**config.mk**
```make
export PLATFORM = sky130hd
export DESIGN_NAME = rm1_fht_decoder_flat
export DESIGN_NICKNAME = d
export VERILOG_FILES = /design/src/rtl/rm1_dec_pkg.sv /design/src/rtl/rm1_fht_decoder_if.sv /design/src/rtl/rm1_fht_stage.sv /design/src/rtl/rm1_fht_decoder.sv /design/src/flat_wrapper.sv
export SDC_FILE = /design/constraint.sdc
export NUM_CORES = 1
export LEC_CHECK = 0
export BUFFER_PORTS_ARGS = -buffer_cell sky130_fd_sc_hd__buf_2
export CAP_MARGIN = 20
export CORE_MARGIN = 1.5
export CORE_UTILIZATION = 59
export DETAILED_ROUTE_END_ITERATION = 8
export PLACE_DENSITY = 0.77
export SLEW_MARGIN = 15
export SYNTH_ARGS = -nofsm -noshare
export SYNTH_HDL_FRONTEND = slang
export SYNTH_SLANG_ARGS = --single-unit
export TNS_END_PERCENT = 5
```
**constraint.sdc**
```tcl
create_clock -name clk -period 8.28 [get_ports clk]
set_input_delay 1.242 -clock clk [delete_from_list [all_inputs] [get_ports clk]]
set_output_delay 1.242 -clock clk [all_outputs]
set_load 0.02 [all_outputs]
```
**src/rtl/rm1_dec_pkg.sv**
```systemverilog
// Shared definitions for the RM(1,M) Fast-Hadamard-Transform decoder.
// Holds the controller state encoding, the width helpers used to size the
// spectrum and count datapaths, and the RM(1,M) codeword-bit function. That
// function is used by the optional re-encoder (RM1_DEC_CODEWORD_OUT_EN) and
// is also available to a reference model.
package rm1_dec_pkg;

  typedef enum logic [1:0] {
    IDLE,
    FHT,
    SEARCH,
    DONE
  } state_t;

  // Block length N = 2^M.
  function automatic int n_of(input int m);
    return 1 << m;
  endfunction

  // Spectrum values span [-N, +N], so they need M+2 signed bits.
  function automatic int spec_w(input int m);
    return m + 2;
  endfunction

  // Magnitudes (0..N) and corrected-bit counts need M+1 unsigned bits.
  function automatic int cnt_w(input int m);
    return m + 1;
  endfunction

  // Codeword bit j of RM(1,m) for message msg (msg[m] = constant term,
  // msg[m-1:0] = linear coefficients): msg[m] ^ parity(msg[m-1:0] & j).
  function automatic logic rm1_code_bit(input int m, input logic [8:0] msg,
                                        input int j);
    logic [7:0] lin;
    lin = msg[7:0] & 8'((1 << m) - 1);
    return msg[m[3:0]] ^ (^(lin & 8'(j)));
  endfunction

endpackage

```
**src/rtl/rm1_fht_decoder_if.sv**
```systemverilog
// Handshake bundle for rm1_fht_decoder.
//   in_valid / in_ready / in_codeword[N-1:0]         : codeword input channel
//   out_valid / out_ready                             : result channel
//   out_message[M:0], out_err_count[M:0], out_tie     : decode result
//   out_codeword[N-1:0]                               : only with RM1_DEC_CODEWORD_OUT_EN
// Modport slave is the decoder side, master is the producer/consumer side.
interface rm1_fht_decoder_if
  import rm1_dec_pkg::*;
#(
  parameter int M = 4
);
  localparam int N = n_of(M);

  logic         in_valid;
  logic         in_ready;
  logic [N-1:0] in_codeword;
  logic         out_valid;
  logic         out_ready;
  logic [M:0]   out_message;
  logic [M:0]   out_err_count;
  logic         out_tie;
`ifdef RM1_DEC_CODEWORD_OUT_EN
  logic [N-1:0] out_codeword;
`endif

  modport slave (
    input  in_valid, in_codeword, out_ready,
    output in_ready, out_valid, out_message, out_err_count,
`ifdef RM1_DEC_CODEWORD_OUT_EN
    output out_codeword,
`endif
    output out_tie
  );

  modport master (
    output in_valid, in_codeword, out_ready,
    input  in_ready, out_valid, out_message, out_err_count,
`ifdef RM1_DEC_CODEWORD_OUT_EN
    input  out_codeword,
`endif
    input  out_tie
  );

endinterface

```
**src/rtl/rm1_fht_stage.sv**
```systemverilog
// One butterfly stage of an N-point Fast Hadamard Transform, purely
// combinational. The stage index selects the pair stride 2^stage; for each
// pair (a at the lower index, b at index + stride): a' = a + b, b' = a - b.
// Ports:
//   stage : butterfly stage index, 0..M-1
//   y_i   : N signed spectrum values in
//   y_o   : N signed spectrum values out
module rm1_fht_stage
  import rm1_dec_pkg::*;
#(
  parameter  int M = 4,
  localparam int N = n_of(M),
  localparam int W = spec_w(M)
) (
  input  logic [3:0]          stage,
  input  logic signed [W-1:0] y_i [N],
  output logic signed [W-1:0] y_o [N]
);

  always_comb begin
    for (int j = 0; j < N; j++) begin
      int partner;
      partner = (j ^ (1 << stage)) & (N - 1);
      if (((j >> stage) & 1) == 0) begin
        y_o[j] = y_i[j] + y_i[partner];
      end else begin
        y_o[j] = y_i[partner] - y_i[j];
      end
    end
  end

endmodule

```
**src/rtl/rm1_fht_decoder.sv**
```systemverilog
// Sequential maximum-likelihood decoder for RM(1,M), N = 2^M.
// A word is accepted in IDLE, mapped to +/-1, transformed with M FHT stages
// (one per cycle, single time-multiplexed stage), then the spectrum is
// scanned one entry per cycle for the peak magnitude. The peak index gives
// the linear coefficients, its sign the constant term; (N - |peak|)/2 is
// the number of corrected bits. Equal peaks set the tie flag and keep the
// lower index.
// Ports:
//   clk, rst : clock, synchronous active-high reset
//   bus      : rm1_fht_decoder_if.slave (input handshake + result handshake)
// Optional build macro RM1_DEC_CODEWORD_OUT_EN adds bus.out_codeword, the
// re-encoded corrected codeword, valid alongside out_valid.
module rm1_fht_decoder
  import rm1_dec_pkg::*;
#(
  parameter int M = 4
) (
  input logic                    clk,
  input logic                    rst,
  rm1_fht_decoder_if.slave       bus
);

  localparam int N  = n_of(M);
  localparam int SW = spec_w(M);
  localparam int CW = cnt_w(M);

  state_t               state_q, state_d;
  logic signed [SW-1:0] y_q [N];
  logic signed [SW-1:0] y_d [N];
  logic signed [SW-1:0] y_stage [N];
  logic [3:0]           stage_q, stage_d;
  logic [M-1:0]         k_q, k_d;
  logic [CW-1:0]        best_mag_q, best_mag_d;
  logic [M-1:0]         best_idx_q, best_idx_d;
  logic                 best_neg_q, best_neg_d;
  logic                 tie_q, tie_d;
  logic                 out_valid_q, out_valid_d;
  logic [M:0]           out_message_q, out_message_d;
  logic [CW-1:0]        out_err_q, out_err_d;
  logic                 out_tie_q, out_tie_d;
  logic                 in_ready;
  logic signed [SW-1:0] cur;
  logic [CW-1:0]        cur_mag;

  // |v| for v in [-N, +N]; fits CW unsigned bits.
  function automatic logic [CW-1:0] magnitude(input logic signed [SW-1:0] v);
    return CW'(v[SW-1] ? -v : v);
  endfunction

  rm1_fht_stage #(.M(M)) u_stage (
    .stage (stage_q),
    .y_i   (y_q),
    .y_o   (y_stage)
  );

  // Combinational so that in_ready is low during the reset cycle itself.
  assign in_ready = (state_q == IDLE) && !rst;
  assign cur      = y_q[k_q];
  assign cur_mag  = magnitude(cur);

  always_comb begin
    state_d       = state_q;
    y_d           = y_q;
    stage_d       = stage_q;
    k_d           = k_q;
    best_mag_d    = best_mag_q;
    best_idx_d    = best_idx_q;
    best_neg_d    = best_neg_q;
    tie_d         = tie_q;
    out_valid_d   = out_valid_q;
    out_message_d = out_message_q;
    out_err_d     = out_err_q;
    out_tie_d     = out_tie_q;
    case (state_q)
      IDLE: begin
        if (bus.in_valid && in_ready) begin
          for (int j = 0; j < N; j++) begin
            y_d[j] = bus.in_codeword[j] ? {SW{1'b1}} : SW'(1);
          end
          stage_d = '0;
          state_d = FHT;
        end
      end
      FHT: begin
        y_d     = y_stage;
        stage_d = stage_q + 4'd1;
        if (stage_q == 4'(M - 1)) begin
          k_d     = '0;
          state_d = SEARCH;
        end
      end
      SEARCH: begin
        // Entry 0 seeds the search; later entries replace only on a strictly
        // larger magnitude, so ties keep the lower index.
        if (k_q == '0 || cur_mag > best_mag_q) begin
          best_mag_d = cur_mag;
          best_idx_d = k_q;
          best_neg_d = cur[SW-1];
          tie_d      = 1'b0;
        end else if (cur_mag == best_mag_q) begin
          tie_d = 1'b1;
        end
        k_d = k_q + M'(1);
        if (k_q == {M{1'b1}}) begin
          out_valid_d   = 1'b1;
          out_message_d = {best_neg_d, best_idx_d};
          out_err_d     = (CW'(N) - best_mag_d) >> 1;
          out_tie_d     = tie_d;
          state_d       = DONE;
        end
      end
      DONE: begin
        if (bus.out_ready) begin
          out_valid_d = 1'b0;
          state_d     = IDLE;
        end
      end
      default: state_d = IDLE;
    endcase
  end

  // Control and visible result registers.
  always_ff @(posedge clk) begin
    if (rst) begin
      state_q       <= IDLE;
      stage_q       <= '0;
      k_q           <= '0;
      out_valid_q   <= 1'b0;
      out_message_q <= '0;
      out_err_q     <= '0;
      out_tie_q     <= 1'b0;
    end else begin
      state_q       <= state_d;
      stage_q       <= stage_d;
      k_q           <= k_d;
      out_valid_q   <= out_valid_d;
      out_message_q <= out_message_d;
      out_err_q     <= out_err_d;
      out_tie_q     <= out_tie_d;
    end
  end

  // Datapath registers: contents are don't-care until loaded by the FSM.
  always_ff @(posedge clk) begin
    y_q        <= y_d;
    best_mag_q <= best_mag_d;
    best_idx_q <= best_idx_d;
    best_neg_q <= best_neg_d;
    tie_q      <= tie_d;
  end

  assign bus.in_ready      = in_ready;
  assign bus.out_valid     = out_valid_q;
  assign bus.out_message   = out_message_q;
  assign bus.out_err_count = out_err_q;
  assign bus.out_tie       = out_tie_q;

`ifdef RM1_DEC_CODEWORD_OUT_EN
  logic [N-1:0] out_codeword_q, out_codeword_d;

  // Re-encoding the next message every cycle keeps the codeword in lockstep
  // with out_message; encode(0) = 0 matches the reset value.
  always_comb begin
    out_codeword_d = '0;
    for (int j = 0; j < N; j++) begin
      out_codeword_d[j] = rm1_code_bit(M, 9'(out_message_d), j);
    end
  end

  always_ff @(posedge clk) begin
    if (rst) begin
      out_codeword_q <= '0;
    end else begin
      out_codeword_q <= out_codeword_d;
    end
  end

  assign bus.out_codeword = out_codeword_q;
`endif

endmodule
```
**src/flat_wrapper.sv**
```systemverilog
// flat-port wrapper written by rule: the top's interface ports become plain ports
module rm1_fht_decoder_flat import rm1_dec_pkg::*;
#(
  parameter int M = 4
)
  (clk, rst, bus_in_valid, bus_in_codeword, bus_out_ready, bus_in_ready, bus_out_valid, bus_out_message, bus_out_err_count, bus_out_tie);
  rm1_fht_decoder_if #(.M(M)) bus_i ();
  input logic clk;
  input logic rst;
  input wire logic [$bits(bus_i.in_valid)-1:0] bus_in_valid;
  input wire logic [$bits(bus_i.in_codeword)-1:0] bus_in_codeword;
  input wire logic [$bits(bus_i.out_ready)-1:0] bus_out_ready;
  output wire logic [$bits(bus_i.in_ready)-1:0] bus_in_ready;
  output wire logic [$bits(bus_i.out_valid)-1:0] bus_out_valid;
  output wire logic [$bits(bus_i.out_message)-1:0] bus_out_message;
  output wire logic [$bits(bus_i.out_err_count)-1:0] bus_out_err_count;
  output wire logic [$bits(bus_i.out_tie)-1:0] bus_out_tie;
  assign bus_i.in_valid = bus_in_valid;
  assign bus_i.in_codeword = bus_in_codeword;
  assign bus_i.out_ready = bus_out_ready;
  assign bus_in_ready = bus_i.in_ready;
  assign bus_out_valid = bus_i.out_valid;
  assign bus_out_message = bus_i.out_message;
  assign bus_out_err_count = bus_i.out_err_count;
  assign bus_out_tie = bus_i.out_tie;
  rm1_fht_decoder #(.M(M)) u_core (.clk(clk), .rst(rst), .bus(bus_i));
endmodule
```
# == Word-level counts from Yosys, hierarchy flattened ==
# Cells that the tools add are included.
# op_classes
n_bitwise,32
eq_ne,10
shift,17
muxes,104
add_sub_neg,36
n_lt_le_gt_ge,18
reduce_logical,30
# op_table
operator,n
32-bit by 5-bit greater-or-equal comparator with 1-bit output (second input constant),16
32-bit logical NOT,16
4-bit NOT with 32-bit output,16
6-bit binary-select mux with 4-bit select,17
6-bit two-way mux,66
96-bit case mux with 2 select lines,1
6-bit adder,16
96-bit two-way mux,1
6-bit subtractor,16
4-bit by 4-bit >> shifter with 1-bit output (first input constant),8
4-bit case mux with 2 select lines,2
3-bit by 4-bit >> shifter with 1-bit output (first input constant),4
5-bit two-way mux,3
4-bit two-way mux,3
2-bit NOT,6
3-bit NOT,4
4-bit by 1-bit adder with 4-bit output (second input constant),2
2-bit two-way mux,4
2-bit case mux with 4 select lines,1
1-bit by 4-bit >> shifter with 1-bit output (first input constant),2
2-bit by 4-bit >> shifter with 1-bit output (first input constant),2
2-bit AND reduction,3
2-bit nonzero test,3
5-bit equality test,1
other kinds (23),34
# word_totals
word_cells,274
ff_bits,128
output_inout_bits,13

# == Depth between registers and ports, before layout ==
# logic_depth
word_depth,11
depth_mapped,24

# == Modules after synthesis ==
# Synthesis repeated with hierarchy kept, for this count alone.
# hier_totals
hier_cells,1790
hier_area_um2,15036.9
# by_module_without_submodules
module,area_per_inst_um2,seq_area_each_um2,instances,cells_each
rm1_fht_stage,8738.4,0.0,1,1213
rm1_fht_decoder,6298.5,3633.5,1,577

# == Worst setup path after synthesis ==
# Ideal clock, no wire load.
# synth_path
kind,reg-to-reg
from,reg u_core.state_q[1]
to,reg u_core.y_q[0] (netlist bit) (enable)
stages_incl_launch_ff,7
setup_slack_ns,-0.227
t_arrival_ns,7.824
path_cell_list,dfxtp_1 > inv_1 > ha_1 > clkbuf_1 > inv_1 > clkbuf_1 > o21ai_0
# synth_via
elab_chain_len,5
elab_cells_between_ends,7
cone_classes,eq/ne (2); reduce/logical (5)
# synth_lines
element,line,source
from (decl),rm1_fht_decoder.sv:27,"state_t state_q, state_d;"
from (signal assigned),rm1_fht_decoder.sv:133,state_q <= state_d;
2-bit logical NOT,"rm1_fht_decoder.sv:57, rm1_fht_decoder.sv:74",
1-bit logical AND,rm1_fht_decoder.sv:57,assign in_ready = (state_q == IDLE) && !rst;
1-bit logical AND,rm1_fht_decoder.sv:76,if (bus.in_valid && in_ready) begin
2-bit != test (no line),-,
2-bit AND reduction (no line) (*),-,
to (signal assigned),rm1_fht_decoder.sv:145,y_q <= y_d;
to (decl),rm1_fht_decoder.sv:28,logic signed [SW-1:0] y_q [N];
# Mark *: on every way between the ends. The rest lies on a longest branch, timed or not.
# A chain may end at the register's enable or synchronous reset.

# == Worst setup path after layout ==
# layout_path
from,reg u_core.k_q[3]
to,reg u_core.out_err_q[3] (netlist: u_core.bus.out_err_count[3])
# layout_via
elab_chain_len,11
elab_cells_between_ends,14
cone_classes,add/sub (2); order compare (1); eq/ne (1); mux (6); bitwise (1); reduce/logical (3)
# layout_lines
element,line,source
from (decl),rm1_fht_decoder.sv:32,"logic [M-1:0] k_q, k_d;"
from (signal assigned),rm1_fht_decoder.sv:135,k_q <= k_d;
4-bit NOT with 5-bit output (implied by the code),rm1_fht_decoder.sv:58,assign cur = y_q[k_q];
6-bit binary-select mux with 4-bit select,rm1_fht_decoder.sv:58,
6-bit two-way mux (implied by the code) (2 in series),rm1_fht_decoder.sv:58,
5-bit negation,rm1_fht_decoder.sv:47,return CW'(v[SW-1] ? -v : v);
5-bit two-way mux,rm1_fht_decoder.sv:47,
5-bit greater-than comparator,rm1_fht_decoder.sv:95,if (k_q == '0 || cur_mag > best_mag_q) begin
1-bit logical OR,rm1_fht_decoder.sv:95,
5-bit two-way mux,rm1_fht_decoder.sv:95,
5-bit two-way mux,rm1_fht_decoder.sv:74,case (state_q)
5-bit subtractor,rm1_fht_decoder.sv:107,out_err_d = (CW'(N) - best_mag_d) >> 1;
to (signal assigned),rm1_fht_decoder.sv:138,out_err_q <= out_err_d;
to (decl),rm1_fht_decoder.sv:39,"logic [CW-1:0] out_err_q, out_err_d;"
# Several ways; a longest one is shown, not always the timed one. The select of a mux whose other input is x is not followed.

==> impl_metrics.env <==
export IMPL_critical_path_required_ps=8640
export IMPL_post_cts_setup_buffers=0
export IMPL_hold_path_class="flop to flop"
export IMPL_cts_inserted_buffers=17
export IMPL_initial_core_util_pct=59.8
export IMPL_synthCells=1911
export IMPL_pre_cts_slack_ps=2370
export IMPL_violations="DRC"
export IMPL_period_minus_slack_ps=5950
export IMPL_tightest_slew_ps=974
export IMPL_path_clk_slew_ps=70
export IMPL_ff2ff_setup_slack_ps=2330
export IMPL_dp_cells=2152
export IMPL_min_to="u_core.bus.out_message[1]"
export IMPL_fin_skew_ps=19.7
export IMPL_register_area_mm2=0.00364
export IMPL_finalWirelength_mm=50.2
export IMPL_synth_edff_count=107
export IMPL_vias=14200
export IMPL_antenna_cells=0
export IMPL_num_fill_cells=2193
export IMPL_multi_input_area_mm2=0.0105
export IMPL_core_mm2=0.0251
export IMPL_portBuffers=31
export IMPL_clockBufferDepth=2
export IMPL_drc_errors=3
export IMPL_cts_root_buf="clkbuf_16"
export IMPL_finalNonFillerCells=2184
export IMPL_drv_cap=0
export IMPL_htree_levels=4
export IMPL_totalNegativeSetupSlack_ps=0
export IMPL_fin_util_pct=63.1
export IMPL_tritoncts="yes"
export IMPL_finalSetupViolations=0
export IMPL_grt_ovfl_total=0
export IMPL_die_area_mm2=0.0264
export IMPL_finalHoldViolations=0
export IMPL_hold_path_startpoint="u_core.bus.out_message[1]"
export IMPL_pwr_share_seq_pct=23.3
export IMPL_ff2ff_path_depth=18
export IMPL_fin_ws_ps=2330
export IMPL_clock_sinks=128
export IMPL_die_h_um=163
export IMPL_status="finished with violations"
export IMPL_firstDrtPassIters=9
export IMPL_power_frac_clock_pct=10.7
export IMPL_slew_violations=0
export IMPL_wl_per_cell_um=23.0
export IMPL_yosysWarnings=0
export IMPL_grt_max_degree=97
export IMPL_area_delta_synth_final_pct=5.56
export IMPL_holdBufCountCts=0
export IMPL_fp_row_count=58
export IMPL_p_leak_nw=6.55
export IMPL_seq_area_frac_synth_pct=24.2
export IMPL_dp_hpwl_mm=35.7
export IMPL_grt_pass1_wl_mm=77.6
export IMPL_drt_iter0_markers=1916
export IMPL_cts_resized=0
export IMPL_fin_crit_sh_pct=71.9
export IMPL_synth_cell_type_count=53
export IMPL_intPower_w=0.00359
export IMPL_end_kind="flop"
export IMPL_clk_latency_ps=450
export IMPL_rsz0062_at_grt="no"
export IMPL_num_nets_final=1988
export IMPL_p_sw_w=0.00363
export IMPL_ys_flop_type="edfxtp_1"
export IMPL_vdd_drop_max_mv=0.250
export IMPL_p_sw_share_pct=50.2
export IMPL_p_per_area_mw_per_mm2=455
export IMPL_async_reset_ff_share_pct=0
export IMPL_die_w_um=163
export IMPL_antenna_found_initial=0
export IMPL_viasPerCell=6.50
export IMPL_path_max_fanout=16
export IMPL_final_layout_size_suffix_gt1_share_pct=7.07
export IMPL_synthesis_area_mm2=0.0150
export IMPL_place_congestion=1.07
export IMPL_worstReg2RegStart="u_core.k_q[3]"
export IMPL_relSlewSlack_pct=35.1
export IMPL_hold_path_depth=2
export IMPL_grt_usage_pct=38.9
export IMPL_ys_ff_latch=128
export IMPL_postSynthAreaPerCell_um2=7.86
export IMPL_arrival_ps=6320
export IMPL_grt_pass1_vias=13400
export IMPL_path_class="flop to flop"
export IMPL_fmax_mhz=168
export IMPL_startpoint_type="flop"
export IMPL_synth_nets=2058
export IMPL_antenna_left=0
export IMPL_combPwrFrac_pct=66.0
export IMPL_r2r_end="u_core.bus.out_err_count[3]"
export IMPL_ios=33
## critical path, stage by stage (launching register included)
cell and delay (ps):
dfxtp_1 720, inv_1 300, a221oi_1 360, nor2_1 80, o21ai_0 590, inv_1 150, ha_1 260, o41ai_1 420
xor2_1 260, ha_1 280, and3_1 190, and3_1 190, a31oi_1 550, or2_2 350, mux2i_1 320, ha_1 240
nand2_1 70, or3_1 330, a311oi_2 230
## synthesized netlist by cell type, types with 2 or more instances
library cell	count	area [um^2]
fa_1	16	320
a32oi_1	3	26.3
ha_1	111	1390
nor2b_1	34	213
a31oi_1	8	50.1
nor3b_1	2	15.0
a22oi_1	8	60.1
o21ai_0	150	751
nand4_1	2	12.5
mux2_2	6	67.6
and3_1	5	31.3
mux2i_1	142	1420
o31ai_1	14	105
or2_2	2	12.5
nand2b_1	19	119
buf_1	25	93.8
mux4_2	20	450
a21oi_1	159	796
o21bai_1	29	218
dfxtp_1	21	420
and2_1	2	12.5
a21o_1	80	601
edfxtp_1	107	3210
nor2_1	344	1290
nand3_1	105	526
or3_1	2	12.5
a211oi_1	8	60.1
buf_2	5	25.0
xor2_1	41	359
nand2_1	77	289
nor3_1	17	85.1
inv_1	100	375
clkbuf_1	113	424
buf_4	3	22.5
xnor2_1	110	963
a221oi_1	4	35.0
## logic make-up after synthesis
group	after synthesis	synth area share, %
muxes	169	13.0
and+or+nand+nor	613	17.5
xor gates and xnor gates	151	8.81
other	1	0.0250
adders and majority gates	127	11.4
buffers and inverters	248	6.37
AOI/OAI and AO/OA	474	18.7
DFF	128	24.2
## routing by layer
metal | share of wire [%] | global-route usage (%)
met4 | 7.0 | 23.6
met5 | 0 | 0
met3 | 11 | 8.58
met2 | 43 | 58.9
met1 | 39 | 50.7
## how the worst max path moves through the flow
stage                                 start                          end  slack, ps  depth (start not counted)
after floorplan           u_core.state_q[1]                u_core.y_q[0]       2370                          6
after global placement        u_core.k_q[3]  u_core.bus.out_err_count[3]       2540                         18
after CTS                     u_core.k_q[3]  u_core.bus.out_err_count[3]       2360                         18
after detailed placement      u_core.k_q[3]  u_core.bus.out_err_count[3]       2370                         18
final                         u_core.k_q[3]  u_core.bus.out_err_count[3]       2330                         18
after global routing          u_core.k_q[3]  u_core.bus.out_err_count[3]       1900                         18
## power groups by stage
| stage | logic, W | clock network [W] | registers (W) |
|---|---|---|---|
| global placement | 0.00454 | 0 | 0.00162 |
| global route | 0.00532 | 0.000794 | 0.00166 |
| floorplan | 0.00385 | 0 | 0.00126 |
| CTS | 0.00473 | 0.000773 | 0.00162 |
| finish | 0.00477 | 0.000770 | 0.00168 |
| detailed placement | 0.00468 | 0 | 0.00163 |
## area by class of cell
cell class	instances	share of cell area, %
Timing Repair Buffer	58	2.26
Sequential cell	128	23.0
Tap cell	330	2.60
Multi-Input combinational cell	1535	66.2
Clock inverter	12	0.584
Inverter	101	2.39
Clock buffer	20	3.02
## registers in the layout, indices dropped and copies added (netlist names)
signal and cells:
u_core.bus.out_message 5, u_core.stage_q 4, u_core.bus.out_err_count 4, u_core.best_mag_q 5, u_core.tie_q 1, u_core.y_q 96
u_core.best_idx_q 4, u_core.bus.out_tie 1, u_core.state_q 2, u_core.bus.out_valid 1, u_core.k_q 4, u_core.best_neg_q 1
## per-stage QoR
stage	cell area, um^2	hold slack, ps	power [W]
after floorplan	15000	518	0.00511
after global placement	15300	442	0.00615
after detailed placement	15300	449	0.00631
after CTS	15900	457	0.00712
after global routing	15900	478	0.00777
final	15900	453	0.00722
## cells in the final DEF, fill, tap and decap left out, types with 14 or more instances in the layout
| cell type | n |
|---|---|
| dfxtp_1 | 18 |
| mux2i_1 | 142 |
| nor2_1 | 343 |
| ha_1 | 110 |
| edfxtp_1 | 107 |
| mux4_2 | 20 |
| clkbuf_16 | 19 |
| buf_2 | 31 |
| inv_1 | 100 |
| nand3_1 | 104 |
| o21bai_1 | 29 |
| buf_4 | 27 |
| nand2_1 | 77 |
| a21o_1 | 80 |
| nor2b_1 | 34 |
| o21ai_0 | 149 |
| nor3_1 | 16 |
| a21oi_1 | 159 |
| nand2b_1 | 19 |
| xnor2_1 | 110 |
| xor2_1 | 41 |
| fa_1 | 16 |
| o31ai_1 | 14 |
Note: power is estimated with default switching activity, not from simulation.
